==> src/rtl/gates_pkg.sv <==
// Shared types and sizing helpers for the two-requester mux arbiter.
package gates_pkg;

    typedef enum logic {
        GRANT_IN2 = 1'b0,
        GRANT_IN1 = 1'b1
    } grant_e;

    // Ceiling log2, used at elaboration to size the burst counter.
    function automatic int unsigned clog2(input int unsigned value);
        int unsigned result;
        int unsigned v;
        result = 0;
        v      = value - 1;
        while (v > 0) begin
            result = result + 1;
            v      = v >> 1;
        end
        return result;
    endfunction

endpackage

==> src/rtl/Mux2.sv <==
// Plain 2:1 datapath mux; sel=1 picks d1.
module Mux2 #(
    parameter int unsigned WIDTH = 8
) (
    input  logic [WIDTH-1:0] d1,
    input  logic [WIDTH-1:0] d0,
    input  logic             sel,
    output logic [WIDTH-1:0] y
);

    assign y = sel ? d1 : d0;

endmodule

==> src/rtl/mux2_rr_arbiter.sv <==
// Round-robin arbiter with bounded bursts sharing one Mux2 between two
// valid/ready requesters, feeding a one-entry registered output stage.
module mux2_rr_arbiter
    import gates_pkg::*;
#(
    parameter int unsigned WIDTH = 8,
    parameter int unsigned BURST = 2
) (
    input  logic             clk,
    input  logic             rst,
    input  logic             in1_valid,
    input  logic [WIDTH-1:0] in1_data,
    output logic             in1_ready,
    input  logic             in2_valid,
    input  logic [WIDTH-1:0] in2_data,
    output logic             in2_ready,
    output logic             out_valid,
    output logic [WIDTH-1:0] out_data,
    input  logic             out_ready,
    output logic             grant1
);

    localparam int unsigned      CNT_W   = clog2(BURST + 1);
    localparam logic [CNT_W-1:0] CNT_MAX = CNT_W'(BURST);

    grant_e           owner;
    grant_e           owner_nxt;
    grant_e           grant;
    grant_e           other;
    logic [CNT_W-1:0] cnt;
    logic [CNT_W-1:0] cnt_nxt;
    logic             accept;
    logic             xfer1;
    logic             xfer2;
    logic             xfer;
    logic [WIDTH-1:0] mux_data;

    Mux2 #(
        .WIDTH(WIDTH)
    ) u_mux (
        .d1 (in1_data),
        .d0 (in2_data),
        .sel(grant1),
        .y  (mux_data)
    );

    // Owner/burst-count register.
    always_ff @(posedge clk) begin
        if (rst) begin
            owner <= GRANT_IN2;
            cnt   <= '0;
        end else begin
            owner <= owner_nxt;
            cnt   <= cnt_nxt;
        end
    end

    // Grant selection and owner/count update; cnt==0 means no burst in
    // progress (fresh out of reset), so contention goes to the non-owner, in1.
    always_comb begin
        owner_nxt = owner;
        cnt_nxt   = cnt;
        other     = (owner == GRANT_IN1) ? GRANT_IN2 : GRANT_IN1;
        grant     = owner;

        if (in1_valid && in2_valid) begin
            grant = ((cnt != '0) && (cnt < CNT_MAX)) ? owner : other;
        end else if (in1_valid) begin
            grant = GRANT_IN1;
        end else if (in2_valid) begin
            grant = GRANT_IN2;
        end

        accept = ~out_valid | out_ready;
        xfer1  = accept & in1_valid & (grant == GRANT_IN1) & ~rst;
        xfer2  = accept & in2_valid & (grant == GRANT_IN2) & ~rst;
        xfer   = xfer1 | xfer2;

        if (xfer) begin
            if (grant == owner) begin
                cnt_nxt = (cnt == CNT_MAX) ? cnt : cnt + CNT_W'(1);
            end else begin
                owner_nxt = grant;
                cnt_nxt   = CNT_W'(1);
            end
        end
    end

    assign grant1    = (grant == GRANT_IN1);
    assign in1_ready = xfer1;
    assign in2_ready = xfer2;

    // One-entry output stage.
    always_ff @(posedge clk) begin
        if (rst) begin
            out_valid <= 1'b0;
            out_data  <= '0;
        end else if (xfer) begin
            out_valid <= 1'b1;
            out_data  <= mux_data;
        end else if (out_ready) begin
            out_valid <= 1'b0;
        end
    end

endmodule

==> config.mk <==
export PLATFORM = sky130hd
export DESIGN_NAME = mux2_rr_arbiter
export DESIGN_NICKNAME = d
export VERILOG_FILES = /design/src/rtl/gates_pkg.sv /design/src/rtl/Mux2.sv /design/src/rtl/mux2_rr_arbiter.sv
export SDC_FILE = /design/constraint.sdc
export NUM_CORES = 1
export LEC_CHECK = 0
export CORE_MARGIN = 4
export CORE_UTILIZATION = 30
export DETAILED_ROUTE_END_ITERATION = 10
export SYNTH_ARGS = -nofsm -noshare
export SYNTH_HDL_FRONTEND = slang
export SYNTH_HIERARCHICAL = 1
export SYNTH_SLANG_ARGS = --single-unit
==> constraint.sdc <==
create_clock -name clk -period 2.2 [get_ports clk]
set_clock_uncertainty 0.1 [all_clocks]
set_input_delay 0.33 -clock clk [delete_from_list [all_inputs] [get_ports clk]]
set_output_delay 0.33 -clock clk [all_outputs]
set_load 0.02 [all_outputs]
==> flow_summary.yaml, run 1 <==
synth:
  synth_compound_area_frac: 0.161
  yosys.area_share.simple: 0.236
  yosys.area_share.xor_xnor: 0
  yosysSeqAreaShare: 0.336
  synth-warning-count: 6
  netlist_instances: 82
  syn_area_sq_um: 714
  synthAdderAreaFrac: 0.0350
  synthTopCellsByArea: "dfxtp_1 34%, mux2_4 17%, nand2_1 11%, a21oi_1 6.3%, ha_1 3.5%"
  synth.avg_cell_area_sq_um: 8.71
  synth_nets: 105
  synth_mux_area_frac: 0.168
  synth_seq_cells: 12
  synth_top_area_frac: 0.336
  yosys.area.top_type: "dfxtp_1"
  yosysUniqueCellTypes: 26
  synth_top_family_by_area: "simple AND/OR/NAND/NOR gates"
sta:
  period_share: 0.909
  rsz0062_at_grt: "false"
  hold_viol_final: 0
  setup_viol: 0
  fin_ws_ns: 0.200
  fin_tns_setup_ns: 0
  post-route-min-period_ns: 2.00
  max_freq_ghz: 0.500
  worstMarginPinSlew_ns: 0.433
  drv_slew: 0
  maxSlewHeadroom: 0.711
placement:
  globalplace.congestion: 0.700
  port_buffers: 32
  dp.cells: 150
  pre_cts_slack_ns: -0.124
  place_hpwl_um: 1440
layout:
  syn_to_final_growth_pct: 61.3
  finalNetCount: 150
  fin_cells: 154
  diodes: 0
  drive_above_1_share: 0.262
  final_util: 0.516
route:
  drt_iter0_drc: 3
  num_vias: 717
  drcViolationCount: 0
  dr.pass1.iters: 3
  routedWlPerCell_um: 11.4
  antenna_left: 0
  via_per_inst: 4.66
  wirelength_um: 1760
critical_path:
  crit_path_max_fanout: 4
  crit_arrival_ns: 1.57
  r2r_cells: 11
  crit_type: "reg2out"
  cpPeakStageDelay_ns: 0.33
  required_ns: 1.77
  critPathTopFamily: "buffers and inverters"
  worst_setup_path_start_kind: "flop"
  end_kind: "output pin"
  crit_path_cell_trace: "inv_1 -> ha_1 -> o21ai_0 -> a22oi_2 -> buf_4 -> nor2_1 -> clkbuf_2"
  worst_path_max_delay_cell: "dfxtp_1"
  crit_buf_inv: 3
  cp.depth: 7
worst_hold_path:
  min_path_cells: 2
  hp-class: "reg2reg"
floorplanning:
  coreArea_sq_mm: 0.00223
  die-area_sq_mm: 0.00323
  row_count: 17
  die_y_um: 56.8
  initial_core_util: 0.320
  die_w_um: 56.8
  io_pins: 33
clocking:
  clockRootBuffer: "clkbuf_4"
  cts_tree: "done"
  clkTransAtPathRegs_ns: 0.07
  ctsHtreeMaxLevel: 1
  postCtsHoldBufs: 0
  clock_path_buffers: 2
  clock_latency_ns: 0.27
  clock_sinks: 12
  cts_setup_buffers: 0
  cts_buffers: 3
power_and_ir_drop:
  vdd_drop_max_uv: 364
  total_power_mw: 0.616
  power_density_mw_per_mm2: 534
  p_leak_nw: 0.478
outcome:
  status: "completed"
global_route:
  grt_pass1_vias: 706
  grt_pass1_wl_um: 2970
  gr-total-overflow: 0
  groute.usage.overall: 0.118
  grt_max_degree: 15
  antenna_found_initial: 0
run:
  cap_violations: 0
## logic make-up after synthesis
kind of cell               count (synthesis)
muxes                                      8
DFF                                       12
and+or+nand+nor                           34
AOI/OAI and AO/OA                         18
adders and majority gates                  2
buffers and inverters                      8
## path summary, 6_finish.rpt
kind	startpoint	end	slack, ns
max	cnt[1]$_SDFFE_PP0P_	in1_ready	0.20
min reg2reg	out_data[0]$_SDFFE_PP0P_	out_data[0]$_SDFFE_PP0P_	0.35
max reg2reg	cnt[1]$_SDFFE_PP0P_	out_data[7]$_SDFFE_PP0P_	0.26
min	out_data[0]$_SDFFE_PP0P_	out_data[0]$_SDFFE_PP0P_	0.35
## worst register-to-register path, stage by stage, from the launching register on
cell     delay, ns
dfxtp_1       0.33
inv_1         0.04
ha_1          0.21
nand2_1       0.10
nand2_1       0.07
a22oi_2       0.20
buf_4         0.14
inv_1         0.05
buf_4         0.18
mux2_4        0.30
nand2_1       0.06
a21oi_1       0.05
## placed cells by master (no fill, tap or decap), drive strengths merged
cell type,Yosys,routed
a31oi,1,1
o21a,1,1
o21ai,1,1
clkdlybuf4s50,0,29
mux2,8,8
nor3,1,1
a31o,1,1
ha,2,2
clkbuf,1,7
dfxtp,12,12
and3,1,1
nand3,2,2
a32oi,1,1
nand2b,1,1
a21oi,10,10
and2,2,2
or3,1,1
a22oi,1,1
buf,2,11
nor2b,1,1
inv,5,5
a41oi,1,1
nor2,4,4
nand2,21,21
a221oi,1,1
## cells in the mapped netlist
cell type and n:
inv_1 5, o21a_1 1, a31o_2 1, nor2b_4 1
nor3_4 1, and3_2 1, nor2_2 1, dfxtp_1 12
a21oi_1 9, a41oi_1 1, o21ai_0 1, a21oi_2 1
or3_1 1, mux2_4 8, a32oi_1 1, clkbuf_1 1
a31oi_1 1, nor2_1 3, ha_1 2, buf_6 2
nand2b_1 1, nand2_1 21, nand3_1 2, and2_1 2
a22oi_1 1, a221oi_1 1
## power by group
part | switching, mW | internal, mW
Combinational | 0.0870 | 0.117
Sequential | 0.00792 | 0.232
Clock | 0.0708 | 0.101
## metrics by stage
stage | area (sq um) | hold slack (ns)
after floorplan | 714 | 0.376
after global placement | 1130 | 0.343
after detailed placement | 1130 | 0.346
after CTS | 1160 | 0.357
after global routing | 1150 | 0.370
final | 1150 | 0.355
## registers in the layout, indices dropped and copies added, names as in the netlist
signal	flops
out_data	8
out_valid	1
cnt	2
owner	1
## routing by layer
layer | up-vias | global-route usage | part of all wire
li1 | 371 | - | -
met1 | 332 | 0.118 | 0.39
met2 | 12 | 0.221 | 0.55
met3 | 2 | 0.0483 | 0.048
met4 | 0 | 0.0298 | 0.0074
met5 | - | 0 | 0
## layout make-up
class / instances / area [sq um]
fill: 227 / 1080
multi-input combinational: 62 / 434
timing repair buffer: 43 / 388
sequential: 12 / 240
clock buffer: 4 / 36.3
tap: 28 / 35.0
inverter: 5 / 18.8
## repair_timing
action,4_1_cts,5_1_grt
pin swaps,0,0
cloned,0,0
gates resized for setup,3,7
endpoints found under the setup margin,3,3
No activity file was read; power rests on OpenSTA's default activity.
==> run 2, diff against run 1 <==
==> constraint.sdc (replaced) <==
create_clock -name clk -period 1.99 [get_ports clk]
set_clock_uncertainty 0.1 [all_clocks]
set_input_delay 0.199 -clock clk [delete_from_list [all_inputs] [get_ports clk]]
set_output_delay 0.199 -clock clk [all_outputs]
set_load 0.02 [all_outputs]
==> flow_summary.yaml, run 2 (synthesis gave the netlist of run 1 again) <==
layout:
  diodes: 0
  regMostFlops: "out_data"
  fin_cells: 153
  syn_to_final_growth_pct: 60.8
  multi_input_area_sq_um: 434
  final_cell_mix: "29 x clkdlybuf4s50_1, 21 x nand2_1, 12 x dfxtp_1"
  n_fill_cell: 217
  finalNetCount: 150
  top_regs: "out_data (8), cnt (2)"
  ff_latch_area_sq_um: 240
  final_util: 0.514
  final_common_cell: "clkdlybuf4s50_1"
  drive_above_1_share: 0.240
  largest_reg_flops: 8
clocking:
  postCtsHoldBufs: 0
  clock_latency_ns: 0.27
  clock_path_buffers: 2
  ctsHtreeMaxLevel: 1
  clockRootBuffer: "clkbuf_4"
  cts_setup_buffers: 0
  clkTransAtPathRegs_ns: 0.07
  clock_sinks: 12
  cts_buffers: 3
  cts_tree: "done"
worst_hold_path:
  hp-class: "reg2reg"
critical_path:
  crit_arrival_ns: 1.56
  end_kind: "output pin"
  crit_path_max_fanout: 3
  required_ns: 1.69
  crit_type: "reg2out"
  r2r_slack_ns: 0.17
  worst_setup_path_start_kind: "flop"
route:
  dr.pass1.iters: 4
  num_vias: 707
  drcViolationCount: 0
  routedWlPerCell_um: 12.0
  wirelength_um: 1840
  via_per_inst: 4.62
  antenna_left: 0
  drt_iter0_drc: 6
sta:
  hold_viol_final: 0
  period_share: 0.935
  maxSlewHeadroom: 0.715
  worstMarginPinSlew_ns: 0.427
  setup_viol: 0
  max_freq_ghz: 0.537
  drv_slew: 0
  hold_ws_ns: 0.355
  post-route-min-period_ns: 1.86
  rsz0062_at_grt: "false"
  fin_ws_ns: 0.130
  fin_tns_setup_ns: 0
global_route:
  met3_usage: 0.0506
  groute.usage.overall: 0.123
  grt_pass1_vias: 732
  antenna_found_initial: 0
  gr-total-overflow: 0
  grtUsageMet2: 0.234
  grt_pass1_wl_um: 3120
  use_met1: 0.125
  grt_max_degree: 15
  grt-busiest-layer: "met2"
placement:
  port_buffers: 32
  place_hpwl_um: 1510
  globalplace.congestion: 0.708
  pre_cts_slack_ns: -0.195
  dp.cells: 150
power_and_ir_drop:
  switchingPower_mw: 0.183
  power_frac_clock: 0.229
  comb_power_share: 0.356
  p_leak_nw: 0.472
  switching_share: 0.285
  internal-power_mw: 0.457
  power_density_mw_per_mm2: 557
  vdd_drop_max_uv: 402
  seqPwrFrac: 0.415
outcome:
  status: "completed"
floorplanning:
  coreArea_sq_mm: 0.00223
  die_y_um: 56.8
  initial_core_util: 0.320
  row_count: 17
  io_pins: 33
  die_w_um: 56.8
  die-area_sq_mm: 0.00323
run:
  cap_violations: 0
[run 2: changes by cell type in the layout (fill, tap and decap cells not counted)]
cell	before	now
clkbuf_8	1	0
clkbuf_2	3	0
clkdlybuf4s15_1	0	2
buf_2	0	1
[run 2: worst paths after layout]
check | start | endpoint | cells past startpoint
worst min-delay path | out_data[3]$_SDFFE_PP0P_ | out_data[3]$_SDFFE_PP0P_ | 2
worst max-delay path | cnt[1]$_SDFFE_PP0P_ | grant1 | 7
worst min register to register | out_data[3]$_SDFFE_PP0P_ | out_data[3]$_SDFFE_PP0P_ | 2
worst max register to register | cnt[1]$_SDFFE_PP0P_ | out_data[7]$_SDFFE_PP0P_ | 10
[run 2: metrics by stage]
step | cell area [sq um] | power, mW
after floorplan | 714 | 0.395
after global placement | 1130 | 0.497
after detailed placement | 1130 | 0.502
after CTS | 1150 | 0.648
after global routing | 1150 | 0.681
final | 1150 | 0.640
[run 2: timing repair]
item / in CTS / in global routing
endpoints found under the setup margin: 3 / 3
resized for setup: 6 / 3
pin swaps: 0 / 1
[run 2: worst max-delay path, stage by stage (launching register included)]
cell and delay, ns:
dfxtp_1 0.33, inv_1 0.04, ha_1 0.19, nand2_1 0.09
nand2_1 0.07, a22oi_2 0.20, inv_1 0.08, clkdlybuf4s15_1 0.29
[run 2: area by class of cell]
| class | count | area share |
|---|---|---|
| multi-input combinational | 62 | 0.378 |
| timing repair buffer | 43 | 0.346 |
| sequential | 12 | 0.209 |
| tap | 28 | 0.0305 |
| clock buffer | 3 | 0.0196 |
| inverter | 5 | 0.0163 |
[run 2: power by group through the flow]
stage | registers, mW | clock network, mW | logic, mW
floorplan | 0.286 | 0 | 0.109
global placement | 0.270 | 0 | 0.227
detailed placement | 0.271 | 0 | 0.231
CTS | 0.266 | 0.152 | 0.231
global route | 0.267 | 0.166 | 0.248
finish | 0.265 | 0.147 | 0.228
[run 2: metal layers]
| layer | share of wire | vias up |
|---|---|---|
| met5 | 0 | - |
| met3 | 0.049 | 2 |
| li1 | - | 367 |
| met2 | 0.55 | 12 |
| met4 | 0.0092 | 0 |
| met1 | 0.39 | 326 |
==> run 3, diff against run 2 <==
--- a/config.mk
+++ b/config.mk
@@ -8,6 +8,7 @@
 export CORE_MARGIN = 4
 export CORE_UTILIZATION = 30
 export DETAILED_ROUTE_END_ITERATION = 10
+export DONT_BUFFER_PORTS = 1
 export SYNTH_ARGS = -nofsm -noshare
 export SYNTH_HDL_FRONTEND = slang
 export SYNTH_HIERARCHICAL = 1
==> flow_summary.yaml, run 3 (synthesis gave the netlist of run 1 again) <==
global_route:
  grt_pass1_vias: 602
  antenna_found_initial: 0
  grt_max_degree: 13
  groute.usage.overall: 0.114
  gr-total-overflow: 0
  grt_pass1_wl_um: 2840
critical_path:
  crit_arrival_ns: 1.59
  end_kind: "output pin"
  crit_type: "reg2out"
  worst_path_max_delay_cell: "dfxtp_2"
  crit_buf_inv: 2
  critPathTopFamily: "simple AND/OR/NAND/NOR gates"
  crit_path_cell_trace: "inv_1 -> ha_4 -> nand2_2 -> nand2_2 -> a22oi_2 -> buf_4 -> and3_4"
  cpPeakStageDelay_ns: 0.34
  crit_path_max_fanout: 4
  critPathMostFrequentCell: "nand2_2"
  worst_setup_path_start_kind: "flop"
  required_ns: 1.69
layout:
  syn_to_final_growth_pct: 13.5
  final_common_cell: "nand2_1"
  finalNetCount: 111
  n_fill_cell: 239
  multi_input_area_sq_um: 458
  regMostFlops: "out_data"
  ff_latch_area_sq_um: 241
  diodes: 0
  top_regs: "out_data (8), cnt (2)"
  final_cell_mix: "19 x nand2_1, 11 x dfxtp_1, 9 x a21oi_1"
  drive_above_1_share: 0.314
  largest_reg_flops: 8
sta:
  setup_viol: 0
  worstMarginPinSlew_ns: 0.468
  hold_viol_final: 0
  max_freq_ghz: 0.530
  post-route-min-period_ns: 1.89
  drv_slew: 0
  period_share: 0.948
  maxSlewHeadroom: 0.687
  fin_ws_ns: 0.104
power_and_ir_drop:
  power_density_mw_per_mm2: 695
  vdd_drop_max_uv: 475
  total_power_mw: 0.563
  p_leak_nw: 0.312
floorplanning:
  die_w_um: 56.8
  die-area_sq_mm: 0.00323
  row_count: 17
  io_pins: 33
  coreArea_sq_mm: 0.00223
  die_y_um: 56.8
  initial_core_util: 0.320
placement:
  pre_cts_slack_ns: 0.0164
  globalplace.congestion: 0.687
  port_buffers: 0
  place_hpwl_um: 1270
clocking:
  clock_path_buffers: 2
  clockRootBuffer: "clkbuf_4"
  clkTransAtPathRegs_ns: 0.07
  clock_latency_ns: 0.27
  cts_buffers: 3
  cts_tree: "done"
  ctsHtreeMaxLevel: 1
  clock_sinks: 12
route:
  num_vias: 581
  dr.pass1.iters: 4
  drcViolationCount: 0
  drt_iter0_drc: 4
  via_per_inst: 5.10
  routedWlPerCell_um: 15.1
  wirelength_um: 1730
  antenna_left: 0
outcome:
  status: "completed"
run:
  cap_violations: 0
worst_hold_path:
  hp-class: "in2reg"
## run 3: per-stage QoR
step	TNS (ns)	instances	hold slack, ns	utilization	instance area [sq um]
CTS	0	113	0.0144	0.348	777
finish	0	114	0.0177	0.363	811
floorplan	0	82	0.257	-	714
global route	-0.00545	114	0.0201	0.363	811
global placement	0	109	0.171	0.331	738
detailed placement	0	109	0.174	0.331	738
## run 3: worst paths after layout
kind	start	slack, ns	to	depth (start not counted)
max reg2reg	cnt[1]$_SDFFE_PP0P_	0.25	out_data[2]$_SDFFE_PP0P_	8
min	out_ready	0.02	out_valid$_SDFFE_PP0P_	2
max	cnt[1]$_SDFFE_PP0P_	0.10	in2_ready	7
min reg2reg	out_data[1]$_SDFFE_PP0P_	0.46	out_data[1]$_SDFFE_PP0P_	2
## run 3: final cells by class
class / count / share of cell area
clock buffers: 3 / 0.0278
inverters: 5 / 0.0262
multi-input cells: 62 / 0.565
flip-flops and latches: 12 / 0.298
well taps: 28 / 0.0432
repair buffers: 4 / 0.0401
## run 3: where the power goes
group / internal, mW / total [mW] / switching [mW]
Combinational: 0.0677 / 0.134 / 0.0658
Clock: 0.0699 / 0.145 / 0.0749
Sequential: 0.257 / 0.285 / 0.0284
Total: 0.394 / 0.563 / 0.169
## run 3: routing by layer
layer | wire length [um] | track usage
met1 | 610 | 0.113
met2 | 974 | 0.200
met3 | 98 | 0.0621
met4 | 42 | 0.0397
met5 | 0 | 0
## run 3: repair_timing
item,4_1_cts,5_1_grt
pin swaps,0,2
hold buffers,1,0
setup endpoints to repair,5,3
hold endpoints to repair,12,0
setup buffers,0,1
resized for setup,3,7
